`src/rtl/mem_arbiter.sv`:
```
// Two-requester arbiter sharing the mem write port and rd1 read port between
// the core load/store path (req0) and a host/debug loader (req1).
module mem_arbiter #(
    parameter int n        = 8,
    parameter int MAX_HOLD = 4
) (
    input  logic         clk,
    input  logic         reset,
    input  logic         req0,
    input  logic         req1,
    input  logic         we0,
    input  logic         we1,
    input  logic [n-1:0] addr0,
    input  logic [n-1:0] addr1,
    input  logic [n-1:0] wdata0,
    input  logic [n-1:0] wdata1,
    output logic         gnt0,
    output logic         gnt1,
    output logic [n-1:0] rdata0,
    output logic [n-1:0] rdata1,
    output logic         rvalid0,
    output logic         rvalid1,
    output logic         wr_en,
    output logic [n-1:0] wr_addr,
    output logic [n-1:0] wr_data,
    output logic [n-1:0] rd_addr,
    input  logic [n-1:0] rd_data
);

    localparam int HW = $clog2(MAX_HOLD) + 1;

    typedef enum logic [1:0] {IDLE, OWN0, OWN1} state_t;

    state_t         r_state, w_next;
    logic           r_ptr;
    logic [HW-1:0]  r_hold, w_hold_next;
    logic [n-1:0]   r_rdata0, r_rdata1;
    logic           r_rvalid0, r_rvalid1;
    logic           w_srv0, w_srv1, w_other_req, w_under;

    assign gnt0    = (r_state == OWN0);
    assign gnt1    = (r_state == OWN1);
    assign w_srv0  = gnt0 & req0;
    assign w_srv1  = gnt1 & req1;
    assign w_under = (int'(r_hold) < MAX_HOLD - 1);

    assign rdata0  = r_rdata0;
    assign rdata1  = r_rdata1;
    assign rvalid0 = r_rvalid0;
    assign rvalid1 = r_rvalid1;

    always_comb begin
        w_next      = r_state;
        w_other_req = 1'b0;
        case (r_state)
            IDLE: begin
                if (req0 && req1) w_next = r_ptr ? OWN1 : OWN0;
                else if (req0)    w_next = OWN0;
                else if (req1)    w_next = OWN1;
            end
            OWN0: begin
                w_other_req = req1;
                if (req0 && (!req1 || w_under)) w_next = OWN0;
                else if (req1)                  w_next = OWN1;
                else                            w_next = IDLE;
            end
            OWN1: begin
                w_other_req = req0;
                if (req1 && (!req0 || w_under)) w_next = OWN1;
                else if (req0)                  w_next = OWN0;
                else                            w_next = IDLE;
            end
            default: w_next = IDLE;
        endcase
    end

    // Hold count only accumulates under contention and saturates at all-ones.
    always_comb begin
        w_hold_next = r_hold;
        if (w_next != r_state || !w_other_req)
            w_hold_next = '0;
        else if ((w_srv0 || w_srv1) && r_hold != {HW{1'b1}})
            w_hold_next = r_hold + 1'b1;
    end

    always_ff @(posedge clk or negedge reset) begin
        if (!reset) begin
            r_state   <= IDLE;
            r_ptr     <= 1'b0;
            r_hold    <= '0;
            r_rdata0  <= '0;
            r_rdata1  <= '0;
            r_rvalid0 <= 1'b0;
            r_rvalid1 <= 1'b0;
        end else begin
            r_state   <= w_next;
            r_hold    <= w_hold_next;
            if (w_srv0)      r_ptr <= 1'b1;
            else if (w_srv1) r_ptr <= 1'b0;
            r_rvalid0 <= w_srv0 & ~we0;
            r_rvalid1 <= w_srv1 & ~we1;
            if (w_srv0 && !we0) r_rdata0 <= rd_data;
            if (w_srv1 && !we1) r_rdata1 <= rd_data;
        end
    end

    // Mem-side mux is decoded from state so reset kills wr_en immediately.
    always_comb begin
        wr_en   = 1'b0;
        wr_addr = '0;
        wr_data = '0;
        rd_addr = '0;
        case (r_state)
            OWN0: begin
                wr_en   = req0 & we0;
                wr_addr = addr0;
                wr_data = wdata0;
                rd_addr = addr0;
            end
            OWN1: begin
                wr_en   = req1 & we1;
                wr_addr = addr1;
                wr_data = wdata1;
                rd_addr = addr1;
            end
            default: ;
        endcase
    end

endmodule

```
`config.mk`:
```
export PLATFORM = sky130hd
export DESIGN_NAME = mem_arbiter
export DESIGN_NICKNAME = d
export VERILOG_FILES = /design/src/rtl/mem_arbiter.sv
export SDC_FILE = /design/constraint.sdc
export NUM_CORES = 1
export LEC_CHECK = 0
export ABC_AREA = 1
export BUFFER_PORTS_ARGS = -buffer_cell sky130_fd_sc_hd__buf_4
export CAP_MARGIN = 25
export CORE_ASPECT_RATIO = 1.1
export CORE_MARGIN = 1.5
export CORE_UTILIZATION = 25
export CTS_CLUSTER_DIAMETER = 100
export CTS_CLUSTER_SIZE = 20
export DETAILED_ROUTE_END_ITERATION = 8
export SETUP_SLACK_MARGIN = 0.15
export SYNTH_ARGS = -nofsm -noshare
export SYNTH_HDL_FRONTEND = slang
export SYNTH_SLANG_ARGS = --single-unit
```
`constraint.sdc`:
```
create_clock -name clk -period 1.8 [get_ports clk]
set_input_delay 0.18 -clock clk [delete_from_list [all_inputs] [get_ports clk]]
set_output_delay 0.18 -clock clk [all_outputs]
set_load 0.05 [all_outputs]
```
# Word level (Yosys, flattened, before mapping)
# Cells that the tools add are included.
[totals]
regBits = 24
latch_bits = 0
mem_bits_rw = 0
rom_bits = 0
in_bits = 46
output_inout_bits = 45
elab_cells = 56
mem_count = 0
[classes]
n_addsub = 1
multipliers = 0
n_div = 0
n_lt_le_gt_ge = 1
n_eq_ne = 4
shifts = 0
mux = 17
bitwise = 8
reduce_logical = 18
[ops]
columns = ["cell", "count"]
rows = [
  ["8-bit case mux with 2 select lines", 2],
  ["2-bit 2-to-1 mux", 7],
  ["1-bit bitwise AND", 6],
  ["1-bit logical AND", 6],
  ["3-bit 2-to-1 mux", 2],
  ["2-bit case mux with 3 select lines", 1],
  ["1-bit logical NOT", 5],
  ["1-bit logical OR", 4],
  ["1-bit case mux with 2 select lines", 2],
  ["2-bit nonzero test", 2],
  ["3-bit by 1-bit adder with 3-bit output, second input constant", 1],
  ["3-bit by 2-bit less-than comparator with 1-bit output, second input constant", 1],
  ["1-bit 2-to-1 mux", 3],
  ["3-bit != test, second input constant", 1],
  ["2-bit by 1-bit equality test with 1-bit output, second input constant", 1],
  ["2-bit equality test, second input constant", 1],
  ["2-bit logical NOT", 1],
  ["2-bit != test", 1],
  ["1-bit inverter", 2],
]

# Longest topological paths before layout
[logic_depth]
depth_word = 8
mapped_depth = 11
mapped_depth_nobuf = 10

# Least setup slack after synthesis
# Ideal clock, no wire load.
[synth_timing]
kind = "register to output"
startpoint = "register r_state[1]"
endpoint = "output port wr_addr[0]"
arrival_ps = 2699
required_time_ps = 1620
slack_ps = -1079
path_stages_with_launch = 8
path_buffers = 3
cell_sequence = "dfrtp_1 > inv_1 > ha_1 > buf_6 > clkbuf_1 > nand2_1 > a21oi_1 > buf_4"
[synth_between]
elab_chain_cells = 2
elab_cells_between_ends = 3
classes_between = "2 x eq/ne; 1 x mux"
[synth_lines]
columns = ["element", "line", "rtl"]
rows = [
  ["start: declaration", "34", "state_t r_state, w_next;"],
  ["start signal: assignment", "96", "r_state <= w_next;"],
  ["2-bit by 1-bit equality test with 1-bit output", "--", ""],
  ["via gnt0", "17", "output logic gnt0,"],
  ["8-bit case mux with 2 select lines", "113", "case (r_state)"],
  ["end: declaration", "24", "output logic [n-1:0] wr_addr,"],
]
# The timed path passes the listed nets, and every way through them passes these cells.

# Worst setup path in the final report
[layout_timing]
startpoint = "register r_state[1]"
endpoint = "output port rd_addr[3]"
[layout_between]
elab_chain_cells = 2
elab_cells_between_ends = 3
classes_between = "2 x eq/ne; 1 x mux"
[layout_lines]
columns = ["element", "line", "rtl"]
rows = [
  ["2-bit equality test / 2-bit by 1-bit equality test with 1-bit output (equally long branches)", "113", ""],
  ["8-bit case mux with 2 select lines *", "113", ""],
  ["end: declaration", "26", "output logic [n-1:0] rd_addr,"],
]
# Every way passes the cells marked *; elsewhere a longest branch is shown, timed or not.

==> parameters.txt <==
Parameter                              Value

Synthesis
  Average instance area after synthesis ... 7.48 um2
  Netlist area before placement ... 1490 um2
  Post-synthesis net count ... 251
  Cell taking the most area after synthesis ... sky130_fd_sc_hd__dfrtp_1
  Most area-consuming cells after synthesis ... sky130_fd_sc_hd__dfrtp_1 (40%), sky130_fd_sc_hd__nand2_1 (18%), sky130_fd_sc_hd__a21oi_1 (6.1%)
  Post-synthesis instance total ... 199
  Number of unique standard cell types used by synthesis ... 22
  Post-synthesis sequential area ratio ... 40.3%
  YS warnings ... 0
  Proportion of netlist area held by the largest area contributor ... 40.3%
  Number of synthesized register bits ... 24

Finish
  Proportion of layout cells with a drive suffix above 1 ... 59.3%
  Final nets ... approximately 350
  Fillers ... between 500 and 600
  Antenna diode instance count ... 0
  Layout area overhead ... 91.5%

Power
  Internal Pwr Total ... 0.00241 W
  Clock network fraction of design power ... 6.7%
  Max VDD drop ... 758 uV
  Power density normalized to cell area ... 1910 nW/um2
  Power consumption ... 0.00544 W
  Psw ... ~0.0030 W
  Switching Share ... 55.6%
  Static leakage ... 1.41 nW
  Part of the total power dissipated in combinational logic ... 77.4%
  Register share of total power ... roughly 16%

Critical path
  Type of the worst setup path ... reg -> out
  Worst setup EP type ... primary output
  Data required time at the worst endpoint ... 1.62 ns
  CP cell instances ... inv_2 > ha_4 > clkinv_8 > a21oi_4 > buf_6
  Maximum net fanout on the critical path ... 9
  Worst flop-to-flop path startpoint ... r_state[0]$_DFF_PN0_
  Worst path arrival time ... between 1.5 and 2 ns
  Max stage delay cell, worst path ... sky130_fd_sc_hd__dfrtp_1
  CP Launch Point ... r_state[1]$_DFF_PN0_
  Startpoint types ... flop
  Highest cell delay on the worst timing path ... 0.39 ns

Clock tree
  Reg clk slew, reported paths ... around 0.090 ns
  H-tree level count ... 1
  Clock insertion delay at the later pin of the skew report ... 0.27 ns
  Number of buffers added by the clock tree synthesis step ... 3
  Root Driver ... sky130_fd_sc_hd__clkbuf_8
  TritonCTS clock tree ... built
  Clock Sink Count ... 24
  Clk buf depth ... 2

Global routing
  Number of global-route vias before repair ... about 1600
  Largest net degree at the start of global routing ... 25
  Overall track demand over capacity in global routing ... 14.2%
  Wire length of the first global-routing pass ... 7530 um
  Overflow left after global routing ... 0
  Antenna violations before repair ... 0

Job
  Max-capacitance violation count ... 0

Timing
  Fmax ... ~570 MHz
  Worst max-slew margin expressed relative to the limit ... 79.7%
  Unrepaired setup endpoints after global routing ... true
  Minimum clock period ... 1.74 ns
  Crit share post-route ... 96.9%
  Final setup violation count ... 0
  Count of endpoints failing hold in the final timing report ... 0
  Number of pins with negative max-slew slack in the final report ... 0
  Sum of negative setup slack ... 0 ns
  Transition time at the pin with the least slew margin ... 0.305 ns
  Setup skew after layout ... 0.00842 ns

Outcome
  Result of the run ... complete, no violations

Floorplan
  Full die area ... 6430 um2
  Area of the placeable core ... 5770 um2
  Die X ... 76.6 um
  Effective utilization at floorplan ... 25.8%
  Number of core rows ... 29
  I/O pin count ... between 90 and 100
  Die Y-Extent ... 83.9 um

Routing
  Count of unresolved DRC violations after routing ... 0
  First drt pass iteration count ... 4
  Residual antenna-violating net count after detailed routing ... 0
  Post-detailed-route wirelength per cell ... between 10 and 15 um
  Total via count in the routed design ... 1579
  Post-DR vias/cell ... 4.24
  Number of DRC markers in iteration 0 ... roughly 70
  Routed wire length ... 4350 um

Placement
  Final Wtd Congestion ... roughly 0.76
  Detailed placement HPWL ... 3080 um
  Port Buffers ... 90

Worst hold path
  Worst hold path type ... in -> reg
  Min-delay src ... we1
state kept, by name, summed over array words and instances (netlist names):
register	flops
rdata1	8
r_ptr	1
rdata0	8
rvalid0	1
rvalid1	1
r_state	2
r_hold	3
cell families after synthesis:
logic type	Yosys count	synth area share, %
AO/OA/AOI/OAI	37	13.4
XOR/XNOR	1	0.588
flip-flops	24	40.3
adder cells (fa/ha/maj)	6	5.04
AND/OR/NAND/NOR	90	27.0
buffers and inverters	41	13.7
synth_stat cells:
cell and number:
sky130_fd_sc_hd__inv_1 20, sky130_fd_sc_hd__nor3_2 3, sky130_fd_sc_hd__buf_4 9, sky130_fd_sc_hd__clkinv_1 2, sky130_fd_sc_hd__clkbuf_1 2, sky130_fd_sc_hd__nand3_2 3
sky130_fd_sc_hd__xor2_1 1, sky130_fd_sc_hd__ha_1 6, sky130_fd_sc_hd__buf_1 1, sky130_fd_sc_hd__a21oi_1 18, sky130_fd_sc_hd__buf_6 2, sky130_fd_sc_hd__o21bai_4 1
sky130_fd_sc_hd__nand2_1 72, sky130_fd_sc_hd__nand3_1 5, sky130_fd_sc_hd__o21ai_0 6, sky130_fd_sc_hd__dfrtp_1 24, sky130_fd_sc_hd__nand2_2 5, sky130_fd_sc_hd__o21ai_1 12
sky130_fd_sc_hd__nor2_4 1, sky130_fd_sc_hd__nor2_1 1, sky130_fd_sc_hd__inv_2 4, sky130_fd_sc_hd__buf_2 1
placed cells by master (no fill, tap or decap), drive strengths merged:
| cell | instances |
|---|---|
| clkbuf | 4 |
| nand2 | 77 |
| nor3 | 3 |
| a21oi | 18 |
| nand3 | 8 |
| dlygate4sd3 | 1 |
| dfrtp | 24 |
| buf | 105 |
| nor2 | 2 |
| clkinv | 3 |
| o21bai | 1 |
| o21ai | 18 |
| xor2 | 1 |
| ha | 6 |
| inv | 24 |
cell type report:
| type | count | area (um2) | area share [%] |
|---|---|---|---|
| timing repair buffer | 106 | 948 | 33.3 |
| sequential | 24 | 602 | 21.1 |
| inverter | 26 | 115 | 4.04 |
| timing repair inverter | 1 | 16.3 | 0.570 |
| tap | 77 | 96.3 | 3.38 |
| multi-input combinational | 134 | 1020 | 35.7 |
| clock buffer | 4 | 55.1 | 1.93 |
repair_timing:
action / 4_1_cts / 5_1_grt
gates resized for setup: 44 / 20
hold buffers: 1 / 0
hold endpoints to repair: 24 / 0
pin swaps: 9 / 11
setup endpoints to repair: 25 / 28
gates cloned: 1 / 0
setup buffers: 9 / 2
power by group through the flow:
| stage | combinational, W | clock (W) | sequential (W) |
|---|---|---|---|
| 3_5_place_dp | 0.00358 | 0 | 0.000866 |
| 5_1_grt | 0.00445 | 0.000403 | 0.000891 |
| 6_report | 0.00421 | 0.000364 | 0.000864 |
| 2_1_floorplan | 0.00228 | 0 | 0.00147 |
| 3_3_place_gp | 0.00356 | 0 | 0.000862 |
| 4_1_cts | 0.00409 | 0.000372 | 0.000864 |
metal layers:
layer / share of wire, % / track usage (%) / vias to the layer above
met3: 4.0 / 2.84 / 5
met2: 55 / 26.5 / 43
li1: - / - / 802
met4: 1.1 / 3.03 / 0
met5: 0 / 0 / -
met1: 40 / 16.7 / 729
path summary, 6_finish.rpt:
path | to | slack [ns] | cells after the start
worst max-delay path | rd_addr[3] | 0.06 | 5
worst min-delay path | rvalid1$_DFF_PN0_ | 0.08 | 2
worst max register to register | r_hold[0]$_DFFE_PN0P_ | 0.18 | 10
worst min register to register | rdata1[6]$_DFFE_PN0P_ | 0.49 | 2
max in group asynchronous | r_state[0]$_DFF_PN0_ | 1.20 | 2
min in group asynchronous | rdata0[1]$_DFFE_PN0P_ | 0.34 | 2
worst max-delay path: cells and delay by family, from the launching register on:
kind	cells	cell delay (ns)
adder cells (fa/ha/maj)	1	0.35
flip-flops	1	0.39
buffers and inverters	3	0.38
AO/OA/AOI/OAI	1	0.17
through the flow:
stage	setup WS, ns	utilization (%)	cell area, um2	cells	hold WS (ns)
floorplan	-0.0857	-	1800	199	-0.116
global placement	0.198	42.1	2430	355	0.0977
detailed placement	0.173	42.1	2430	355	0.0971
CTS	0.0690	47.8	2760	370	0.0805
global route	-0.0373	49.4	2850	372	0.0792
finish	0.0559	49.4	2850	372	0.0826
Power figures use the tool's default switching activity.
